--- config.mk ---
export PLATFORM = sky130hd
export DESIGN_NAME = alu_seq_core_flat
export DESIGN_NICKNAME = d
export VERILOG_FILES = /design/src/rtl/alu_seq_if.sv /design/src/rtl/alu_seq_core.sv /design/src/flat_wrapper.sv
export SDC_FILE = /design/constraint.sdc
export NUM_CORES = 1
export LEC_CHECK = 0
export CORE_ASPECT_RATIO = 1.75
export CORE_MARGIN = 2
export CORE_UTILIZATION = 30
export CTS_CLUSTER_DIAMETER = 40
export DETAILED_ROUTE_END_ITERATION = 16
export GPL_ROUTABILITY_DRIVEN = 0
export PLACE_DENSITY = 0.45
export SETUP_SLACK_MARGIN = 0.2
export SLEW_MARGIN = 0
export SYNTH_ARGS = -nofsm -noshare
export SYNTH_HDL_FRONTEND = slang
export SYNTH_SLANG_ARGS = --single-unit
--- constraint.sdc ---
create_clock -name clk -period 3.1 [get_ports clk]
set_clock_uncertainty 0.15 [all_clocks]
set_input_delay 0.62 -clock clk [delete_from_list [all_inputs] [get_ports clk]]
set_output_delay 0.62 -clock clk [all_outputs]
set_load 0.02 [all_outputs]
--- src/rtl/alu_seq_if.sv ---
// Operand/opcode request channel and result/flag response channel of the sequential ALU.
// Latency: none, this is wiring only.
// Backpressure: valid/ready on both channels; the slave owns in_ready, the master owns out_ready.
interface alu_seq_if #(
    parameter int WIDTH = 8
);
    logic             in_valid;
    logic             in_ready;
    logic [2:0]       op;
    logic [WIDTH-1:0] a;
    logic [WIDTH-1:0] b;
    logic             out_valid;
    logic             out_ready;
    logic [WIDTH-1:0] res;
    logic [WIDTH-1:0] res_hi;
    logic             cout;
    logic             ovf;
    logic             zero;

    modport master (
        output in_valid, op, a, b, out_ready,
        input  in_ready, out_valid, res, res_hi, cout, ovf, zero
    );

    modport slave (
        input  in_valid, op, a, b, out_ready,
        output in_ready, out_valid, res, res_hi, cout, ovf, zero
    );
endinterface

--- src/rtl/alu_seq_core.sv ---
// Handshaked WIDTH-bit ALU: add/sub/logic/shift in one step, unsigned multiply by shift-add.
// Latency: 1 cycle from accept for non-MUL ops, WIDTH+1 cycles for MUL.
// Backpressure: result held stable while out_ready=0; in_ready drops in BUSY and in an unconsumed DONE.
module alu_seq_core #(
    parameter int WIDTH = 8
) (
    input  logic      clk,
    input  logic      rst,
    alu_seq_if.slave  bus
);
    localparam logic [2:0] OP_ADD = 3'd0;
    localparam logic [2:0] OP_SUB = 3'd1;
    localparam logic [2:0] OP_AND = 3'd2;
    localparam logic [2:0] OP_OR  = 3'd3;
    localparam logic [2:0] OP_XOR = 3'd4;
    localparam logic [2:0] OP_SHL = 3'd5;
    localparam logic [2:0] OP_SHR = 3'd6;
    localparam logic [2:0] OP_MUL = 3'd7;

    localparam int               MSB   = WIDTH - 1;
    localparam int               CW    = (WIDTH > 2) ? $clog2(WIDTH) : 1;
    localparam logic [WIDTH-1:0] W_VEC = WIDTH'(WIDTH);

    typedef enum logic [1:0] {IDLE, BUSY, DONE} state_t;

    state_t             state;
    state_t             state_nxt;
    logic               accept;
    logic               last_step;
    logic [CW-1:0]      step_cnt;
    logic [WIDTH-1:0]   mcand;
    logic [2*WIDTH-1:0] prod;
    logic [2*WIDTH-1:0] prod_nxt;
    logic [WIDTH:0]     part_sum;
    logic [WIDTH:0]     sum;
    logic [WIDTH-1:0]   diff;
    logic [WIDTH-1:0]   shamt;
    logic [WIDTH-1:0]   alu_res;
    logic               alu_cout;
    logic               alu_ovf;

    assign accept    = bus.in_valid && bus.in_ready;
    assign last_step = (state == BUSY) && (step_cnt == CW'(WIDTH - 1));

    // State register; reset abandons any multiply in flight.
    always_ff @(posedge clk) begin
        if (rst) begin
            state <= IDLE;
        end else begin
            state <= state_nxt;
        end
    end

    // Next state: MUL detours through BUSY, everything else lands straight in DONE.
    always_comb begin
        state_nxt = state;
        case (state)
            IDLE: if (accept) state_nxt = (bus.op == OP_MUL) ? BUSY : DONE;
            BUSY: if (last_step) state_nxt = DONE;
            DONE: begin
                if (accept) begin
                    state_nxt = (bus.op == OP_MUL) ? BUSY : DONE;
                end else if (bus.out_ready) begin
                    state_nxt = IDLE;
                end
            end
            default: state_nxt = IDLE;
        endcase
    end

    // Handshake outputs; a consumed DONE can take the next op in the same cycle.
    always_comb begin
        bus.in_ready  = 1'b0;
        bus.out_valid = 1'b0;
        case (state)
            IDLE: bus.in_ready = 1'b1;
            DONE: begin
                bus.out_valid = 1'b1;
                bus.in_ready  = bus.out_ready;
            end
            default: ;
        endcase
    end

    // Single-cycle ops evaluated straight from the request so the result registers on accept.
    always_comb begin
        sum      = {1'b0, bus.a} + {1'b0, bus.b};
        diff     = bus.a - bus.b;
        shamt    = bus.b % W_VEC;
        alu_res  = '0;
        alu_cout = 1'b0;
        alu_ovf  = 1'b0;
        case (bus.op)
            OP_ADD: begin
                alu_res  = sum[WIDTH-1:0];
                alu_cout = sum[WIDTH];
                alu_ovf  = (bus.a[MSB] == bus.b[MSB]) && (sum[MSB] != bus.a[MSB]);
            end
            OP_SUB: begin
                alu_res  = diff;
                alu_cout = (bus.a < bus.b);
                alu_ovf  = (bus.a[MSB] != bus.b[MSB]) && (diff[MSB] != bus.a[MSB]);
            end
            OP_AND:  alu_res = bus.a & bus.b;
            OP_OR:   alu_res = bus.a | bus.b;
            OP_XOR:  alu_res = bus.a ^ bus.b;
            OP_SHL:  alu_res = bus.a << shamt;
            OP_SHR:  alu_res = bus.a >> shamt;
            default: ;
        endcase
    end

    // One shift-add step: conditionally add the multiplicand to the high half, then shift right.
    // The multiplier sits in the low half and is consumed one bit per step.
    always_comb begin
        part_sum = {1'b0, prod[2*WIDTH-1:WIDTH]} + (prod[0] ? {1'b0, mcand} : '0);
        prod_nxt = {part_sum, prod[WIDTH-1:1]};
    end

    // Multiply sequencer: load operands on a MUL accept, iterate once per BUSY cycle.
    always_ff @(posedge clk) begin
        if (rst) begin
            step_cnt <= '0;
            mcand    <= '0;
            prod     <= '0;
        end else if (accept && (bus.op == OP_MUL)) begin
            step_cnt <= '0;
            mcand    <= bus.a;
            prod     <= {{WIDTH{1'b0}}, bus.b};
        end else if (state == BUSY) begin
            step_cnt <= step_cnt + CW'(1);
            prod     <= prod_nxt;
        end
    end

    // Result/flag registers only change on entry to DONE, so they hold under backpressure.
    always_ff @(posedge clk) begin
        if (rst) begin
            bus.res    <= '0;
            bus.res_hi <= '0;
            bus.cout   <= 1'b0;
            bus.ovf    <= 1'b0;
            bus.zero   <= 1'b0;
        end else if (accept && (bus.op != OP_MUL)) begin
            bus.res    <= alu_res;
            bus.res_hi <= '0;
            bus.cout   <= alu_cout;
            bus.ovf    <= alu_ovf;
            bus.zero   <= (alu_res == '0);
        end else if (last_step) begin
            bus.res    <= prod_nxt[WIDTH-1:0];
            bus.res_hi <= prod_nxt[2*WIDTH-1:WIDTH];
            bus.cout   <= |prod_nxt[2*WIDTH-1:WIDTH];
            bus.ovf    <= 1'b0;
            bus.zero   <= (prod_nxt[WIDTH-1:0] == '0);
        end
    end
endmodule

--- src/flat_wrapper.sv ---
// flat-port wrapper written by rule: the top's interface ports become plain ports
module alu_seq_core_flat 
#(
    parameter int WIDTH = 8
)
  (clk, rst, bus_in_valid, bus_op, bus_a, bus_b, bus_out_ready, bus_in_ready, bus_out_valid, bus_res, bus_res_hi, bus_cout, bus_ovf, bus_zero);
  alu_seq_if #(.WIDTH(WIDTH)) bus_i ();
  input  logic clk;
  input  logic rst;
  input wire logic [$bits(bus_i.in_valid)-1:0] bus_in_valid;
  input wire logic [$bits(bus_i.op)-1:0] bus_op;
  input wire logic [$bits(bus_i.a)-1:0] bus_a;
  input wire logic [$bits(bus_i.b)-1:0] bus_b;
  input wire logic [$bits(bus_i.out_ready)-1:0] bus_out_ready;
  output wire logic [$bits(bus_i.in_ready)-1:0] bus_in_ready;
  output wire logic [$bits(bus_i.out_valid)-1:0] bus_out_valid;
  output wire logic [$bits(bus_i.res)-1:0] bus_res;
  output wire logic [$bits(bus_i.res_hi)-1:0] bus_res_hi;
  output wire logic [$bits(bus_i.cout)-1:0] bus_cout;
  output wire logic [$bits(bus_i.ovf)-1:0] bus_ovf;
  output wire logic [$bits(bus_i.zero)-1:0] bus_zero;
  assign bus_i.in_valid = bus_in_valid;
  assign bus_i.op = bus_op;
  assign bus_i.a = bus_a;
  assign bus_i.b = bus_b;
  assign bus_i.out_ready = bus_out_ready;
  assign bus_in_ready = bus_i.in_ready;
  assign bus_out_valid = bus_i.out_valid;
  assign bus_res = bus_i.res;
  assign bus_res_hi = bus_i.res_hi;
  assign bus_cout = bus_i.cout;
  assign bus_ovf = bus_i.ovf;
  assign bus_zero = bus_i.zero;
  alu_seq_core #(.WIDTH(WIDTH)) u_core (.clk(clk), .rst(rst), .bus(bus_i));
endmodule
# Word level (Yosys, flattened, before mapping)
# Index checks and enable logic that the tools add are counted.
[totals]
input_bits = 23
register_bits = 48
word_cells = 76
[op_classes]
magnitude_cmp = 1
addsub = 4
n_eq_ne = 18
shifts = 2
n_mux = 22
reduce_logical = 16
bitwise = 3
[op_table]
columns = ["op", "count"]
rows = [
  ["$pmux 8 s7", 1],
  ["$mux 8", 5],
  ["$add 8x8->9", 2],
  ["$logic_not 8->1", 2],
  ["$eq 3x3->1 const B", 5],
  ["$mux 2", 5],
  ["$and 8x8->8", 1],
  ["$lt 8x8->1", 1],
  ["$or 8x8->8", 1],
  ["$reduce_or 8->1", 1],
  ["$shl 8x3->8", 1],
  ["$shr 8x3->8", 1],
  ["$sub 8x8->8", 1],
  ["$xor 8x8->8", 1],
  ["$mux 1", 7],
  ["$eq 3x2->1 const B", 2],
  ["$logic_and 1x1->1", 6],
  ["$pmux 1 s2", 3],
  ["$pmux 2 s3", 1],
  ["$ne 2x1->1 const B", 2],
  ["$reduce_bool 2->1", 2],
  ["$reduce_or 2->1", 2],
  ["$add 3x1->3 const B", 1],
  ["$eq 3x1->1 const B", 1],
  ["9 further kinds", 11],
]

# Longest topological paths before layout
# Gate-level depths: netlist of run 1.
[logic_depth]
depth_word = 5
ltp_mapped = 11
mapped_depth_nobuf = 10

# Worst setup path before layout of run 1
# Ideal clock, no wire load.
[synth_path]
path_type = "input-to-reg"
startpoint = "input bus_a[4]"
endpoint = "register u_core.bus.zero"
setup_slack_ns = 0.311
required_ns = 2.891
cell_stages = 11
arrival_time_ns = 2.580
cell_sequence = "clkbuf_2 > inv_1 > ha_1 > buf_2 > and3_1 > a221o_1 > o41a_1 > nand2b_1 > nand2_1 > nor3_1 > a41o_1"
[synth_between]
elab_chain_len = 4
[synth_lines]
columns = ["element", "line_no", "source"]
rows = [
  ["start: declaration", "flat_wrapper.sv:12", "input wire logic [$bits(bus_i.a)-1:0] bus_a;"],
  ["$sub 8x8->8, or another cell as far along", "alu_seq_core.sv:88", "diff = bus.a - bus.b;"],
  ["$pmux 8 s7 *", "alu_seq_core.sv:93", "case (bus.op)"],
  ["$logic_not 8->1 *", "alu_seq_core.sv:149", "bus.zero <= (alu_res == '0);"],
  ["$mux 1 *", "alu_seq_core.sv:144", "end else if (accept && (bus.op != OP_MUL)) begin"],
  ["end signal: assignment", "alu_seq_core.sv:149", ""],
  ["end signal: assignment", "alu_seq_core.sv:155", "bus.zero <= (prod_nxt[WIDTH-1:0] == '0);"],
  ["end: declaration", "alu_seq_if.sv:27", "output in_ready, out_valid, res, res_hi, cout, ovf, zero"],
]
# Mark *: on every way between the ends. The rest lies on a longest branch, timed or not.
# A chain may end at the register's enable or synchronous reset.

# Worst setup path in the final report of run 1
[layout_path]
startpoint = "input bus_b[5]"
endpoint = "register u_core.bus.res[5]"
[layout_between]
elab_chain_len = 3
[layout_lines]
columns = ["element", "line_no", "source"]
rows = [
  ["start: declaration", "flat_wrapper.sv:13", "input wire logic [$bits(bus_i.b)-1:0] bus_b;"],
  ["$sub 8x8->8, or another cell as far along", "alu_seq_core.sv:88", ""],
  ["$pmux 8 s7 *", "alu_seq_core.sv:93", ""],
  ["$mux 8 *", "alu_seq_core.sv:144", ""],
  ["end signal: assignment", "alu_seq_core.sv:145", "bus.res <= alu_res;"],
  ["end signal: assignment", "alu_seq_core.sv:151", "bus.res <= prod_nxt[WIDTH-1:0];"],
  ["end: declaration", "alu_seq_if.sv:27", ""],
]
# Marked as above.

==> results of run 1 <==
-- power breakdown --
| group | total (mW) | internal [mW] | leakage, nW | switching [mW] |
|---|---|---|---|---|
| combinational | 0.562 | 0.276 | 1.82 | 0.285 |
| clock | 0.613 | 0.380 | 0.0808 | 0.233 |
| sequential | 0.650 | 0.636 | 0.389 | 0.0143 |
-- worst reg2reg max path, stage by stage, from the launching register on --
cell and delay (ns):
sky130_fd_sc_hd__dfxtp_1 0.37, sky130_fd_sc_hd__and2_1 0.19, sky130_fd_sc_hd__ha_1 0.20, sky130_fd_sc_hd__fa_1 0.41
sky130_fd_sc_hd__a21o_1 0.18, sky130_fd_sc_hd__a21oi_1 0.23, sky130_fd_sc_hd__o21bai_1 0.12, sky130_fd_sc_hd__a21oi_2 0.21
sky130_fd_sc_hd__nor2_1 0.08, sky130_fd_sc_hd__a211oi_1 0.22, sky130_fd_sc_hd__buf_4 0.17, sky130_fd_sc_hd__a311oi_1 0.08
-- Yosys cell counts (2+ instances only) --
| master | instances |
|---|---|
| sky130_fd_sc_hd__a211oi_1 | 5 |
| sky130_fd_sc_hd__a21o_1 | 3 |
| sky130_fd_sc_hd__a21oi_1 | 50 |
| sky130_fd_sc_hd__a221oi_1 | 6 |
| sky130_fd_sc_hd__a22oi_1 | 14 |
| sky130_fd_sc_hd__a311oi_1 | 6 |
| sky130_fd_sc_hd__a31oi_1 | 2 |
| sky130_fd_sc_hd__and2_1 | 9 |
| sky130_fd_sc_hd__and3_1 | 6 |
| sky130_fd_sc_hd__and4b_1 | 2 |
| sky130_fd_sc_hd__buf_2 | 11 |
| sky130_fd_sc_hd__buf_6 | 3 |
| sky130_fd_sc_hd__clkbuf_1 | 19 |
| sky130_fd_sc_hd__dfxtp_1 | 48 |
| sky130_fd_sc_hd__fa_1 | 3 |
| sky130_fd_sc_hd__ha_1 | 35 |
| sky130_fd_sc_hd__inv_1 | 22 |
| sky130_fd_sc_hd__mux2i_1 | 6 |
| sky130_fd_sc_hd__mux4_1 | 2 |
| sky130_fd_sc_hd__mux4_2 | 7 |
| sky130_fd_sc_hd__nand2_1 | 85 |
| sky130_fd_sc_hd__nand2b_1 | 10 |
| sky130_fd_sc_hd__nand3_1 | 10 |
| sky130_fd_sc_hd__nor2_1 | 34 |
| sky130_fd_sc_hd__nor2b_1 | 7 |
| sky130_fd_sc_hd__nor3_1 | 11 |
| sky130_fd_sc_hd__nor4_1 | 2 |
| sky130_fd_sc_hd__nor4_2 | 2 |
| sky130_fd_sc_hd__o211ai_1 | 4 |
| sky130_fd_sc_hd__o21a_1 | 3 |
| sky130_fd_sc_hd__o21ai_0 | 11 |
| sky130_fd_sc_hd__o21bai_1 | 3 |
| sky130_fd_sc_hd__o22ai_1 | 2 |
| sky130_fd_sc_hd__o31ai_1 | 2 |
| sky130_fd_sc_hd__o41a_1 | 2 |
| sky130_fd_sc_hd__o41ai_1 | 2 |
| sky130_fd_sc_hd__or2_2 | 3 |
| sky130_fd_sc_hd__or3_1 | 4 |
| sky130_fd_sc_hd__or4_1 | 3 |
| sky130_fd_sc_hd__xnor2_1 | 9 |
| sky130_fd_sc_hd__xor2_1 | 3 |
-- sequential cells by signal, indices dropped and copies added, names as in the netlist --
name	count
u_core.prod	16
u_core.bus.res	8
u_core.bus.res_hi	8
u_core.mcand	8
u_core.step_cnt	3
u_core.state	2
u_core.bus.cout	1
u_core.bus.ovf	1
u_core.bus.zero	1
-- layer usage --
| metal | share of wire [%] | vias to the layer above | wire [microns] |
|---|---|---|---|
| met1 | 35 | 1887 | 4864 |
| met4 | 5.6 | 0 | 772 |
| li1 | - | 1985 | - |
| met2 | 56 | 86 | 7722 |
| met5 | 0 | - | 0 |
| met3 | 2.5 | 34 | 349 |
-- metrics by stage --
| step | util (%) | cells | setup TNS [ns] | setup WS (ns) |
|---|---|---|---|---|
| final | 42.02 | 774 | 0 | 0.2672 |
| after global routing | 42.02 | 774 | 0 | 0.1890 |
| after CTS | 41.53 | 773 | 0 | 0.2132 |
| after detailed placement | 39.36 | 763 | -1.867 | -0.3191 |
| after global placement | 39.36 | 763 | -1.756 | -0.3326 |
| after floorplan | - | 498 | 0 | 0.3106 |
-- cells by family after synthesis --
| kind of cell | after synthesis | synth area share [%] |
|---|---|---|
| xor gates and xnor gates | 12 | 2.665 |
| DFF | 48 | 24.37 |
| AOI/OAI and AO/OA | 132 | 22.97 |
| muxes | 15 | 6.853 |
| adders and majority gates | 38 | 12.63 |
| buffers and inverters | 57 | 6.377 |
| and+or+nand+nor | 196 | 24.14 |
-- final cells by class --
cell class | count | area [sq um]
flip-flops and latches | 48 | 960.9
inverters | 22 | 82.58
well taps | 171 | 214.0
multi-input cells | 393 | 2853
clock buffers | 6 | 128.9
repair buffers | 132 | 1134
fillers | 1335 | 7461
clock inverters | 2 | 35.03
-- repair_timing --
action                                  in CTS  in global routing
endpoints found under the setup margin       9                  7
buffers inserted                             2                  1
pin swaps                                    9                 13
resized for setup                           26                 23
-- final timing paths --
path	end	slack, ns	cells after the start
worst max register to register	u_core.bus.cout$_SDFFE_PP0P_	0.36	11
worst max-delay path	u_core.bus.res[5]$_SDFFE_PP0P_	0.27	10
worst min register to register	u_core.mcand[6]$_SDFFE_PP0P_	0.30	2
worst min-delay path	u_core.mcand[6]$_SDFFE_PP0P_	0.30	2
==> summary.md, run 1 <==
The run gives 0 as the number of antenna violations at the first check in global routing. In the final layout, the share of cells above drive strength 1 is 23.38%. The leakage component of the power was 2.288 nW; the number of flops mapped to enable cells by yosys was 0. The first detailed-routing pass ran for 4 iterations. The Yosys step of the flow raised 0 warnings. The slew at the pin closest to its max-slew limit came out at 0.6408 ns.

The total core area is 12870 sq um. Entering global routing, the biggest net connects 24 pins. The clock drives 48 sinks. The number of hold-repair buffers added at the cts stage was 0. Clock tree synthesis selected as its root buffer the cell sky130_fd_sc_hd__clkbuf_16.

Among cell families on the critical path, the largest total delay comes from compound AO/OA/AOI/OAI gates. The most used cell along the critical path was sky130_fd_sc_hd__a221oi_1. The logs give 0 for the number of diodes added for antenna fixing and 55 for the total number of placement rows.

The post-route worst hold slack is 0.3006 ns. The startpoint identified for the worst register-to-register timing path is u_core.prod[0]$_SDFFE_PP0P_. For the total count of hold-check failures in the final report, the log shows 0. The post-synthesis instance area is 3944 sq um.

The remaining number of nets flagged by the antenna check after routing was 0; the final period utilization was 91.38%. The number of I/O pins is 44. Counting I/O delays and the setup requirement, the final critical path takes 2.833 ns. The data arrival time of the worst path is 2.87 ns, and the TritonCTS buffer count is 5.

The tools report the starting utilization of the core area as 30.65%. Global routing consumed, on the met3 layer, 1.498% of the routing resources. Ranked by total cell area, the synthesized netlist is headed by sky130_fd_sc_hd__dfxtp_1, sky130_fd_sc_hd__ha_1, sky130_fd_sc_hd__nand2_1. The power density relative to cell area was 337.5 nW/um^2. The run gives 14120 sq um as the die area.

Among all flip-flop cells after synthesis, the most frequent one is sky130_fd_sc_hd__dfxtp_1. Dividing the detail-routed wire length by the instance count gives 17.71 microns. In this run, distinct cell masters in the synthesized netlist total 68. After detailed routing, the number of remaining DRC violations is 0. The run gives 19.21% as the met1 track demand over resource. The remaining max-slew budget at the tightest pin came out at 57.28%. The logs give 185.8 uV for the worst ir drop on vdd and 11.31 mm for the sum of net half-perimeters after detailed placement. For this design, the slowest cell found on the critical path is sky130_fd_sc_hd__clkdlybuf4s50_1. The port buffer count is 43, and the fraction of registers with async set/reset is 0%.

The number of instances in the synthesized netlist was 498. Max capacitance violation total: 0. The tools report the maximum number of buffers from clock root to sink as 2.

Setup violations remaining at the end of the flow were counted as 0. The category of the worst setup path capture point was a flip-flop. The largest single stage delay on the critical path is 0.49 ns.

The average via count per standard cell is 5.158, and the clock latency on the worst-skew pair is 0.29 ns. Buffer and inverter count on the worst path: 3. The synthesized design contains 48 register bits. The vias after detailed routing was 3992; the cell area after layout was 5408 sq um. CTS built an H-tree with a depth of 2. The count of pins over their slew limit was 0; the met2 track demand over resource was 38.70%. The placed instances occupy a cell area of 5065 sq um.

TritonCTS built the clock tree. The biggest area contributor in the post-synthesis netlist is sky130_fd_sc_hd__dfxtp_1. Tracing the worst setup path back leads to its startpoint at bus_b[5]. The flow ran to the end, and the final reports show no timing, DRC or antenna violations. In this run the most critical hold path is launched from u_core.mcand[6]$_SDFFE_PP0P_. The total routed wirelength came out at 13.71 mm. In the layout the commonest cells are sky130_fd_sc_hd__nand2_1, sky130_fd_sc_hd__buf_4, sky130_fd_sc_hd__a21oi_1.

Global routing consumed, over all layers together, 19.71% of the routing resources. In this run the worst path has a maximum fanout of 4. The area growth from synthesis to layout is 37.12%.

Static timing analysis puts the maximum clock frequency at 0.3530 GHz. The most congested layer reported by global routing is met2. Measured along the y axis, the die boundary spans 155.7 microns. Critical setup path kind: in2reg. From left edge to right edge, the die measures 90.67 microns. Clock-pin slew was measured on the worst setup and hold paths at 0.06 ns. The first global-routing pass estimated 21.77 mm of wire. The part of the Yosys area used for sequential elements was 24.37%.

The net count of the finished layout is 663. After the first detailed-routing iteration, the DRC count stood at 154. After global routing the overflow that remains totals 0. The synthesized area per cell was 7.919 sq um. The number of nets handed over by synthesis was 559. The data required time of the worst path came out at 3.14 ns. Kind of path behind the tightest hold check: reg2reg. STA classifies the critical path startpoint as an input port. The share of the synthesized area in the top cell type is 24.37%. Setup repair after global routing could not meet its margin everywhere.

Traced cell by cell, the critical path runs through clkdlybuf4s50_1 > inv_1 > ha_1 > a221oi_1 > a31oi_1 > a221oi_1 > buf_4 > o211a_1 > o21a_1 > nor2_1. Overall power consumption after layout is estimated at 1.825 mW. The via count of the first global-routing pass came out at 4151.
(Power assumes the default switching activity.)
==> run 2: changes to the inputs <==
--- a/config.mk
+++ b/config.mk
@@ -13,7 +13,7 @@
 export GPL_ROUTABILITY_DRIVEN = 0
 export PLACE_DENSITY = 0.45
 export SETUP_SLACK_MARGIN = 0.2
-export SLEW_MARGIN = 0
+export SLEW_MARGIN = 10
 export SYNTH_ARGS = -nofsm -noshare
 export SYNTH_HDL_FRONTEND = slang
 export SYNTH_SLANG_ARGS = --single-unit
==> results of run 2 <==
No change in the layout: final DEF, timing and power equal those of run 1.
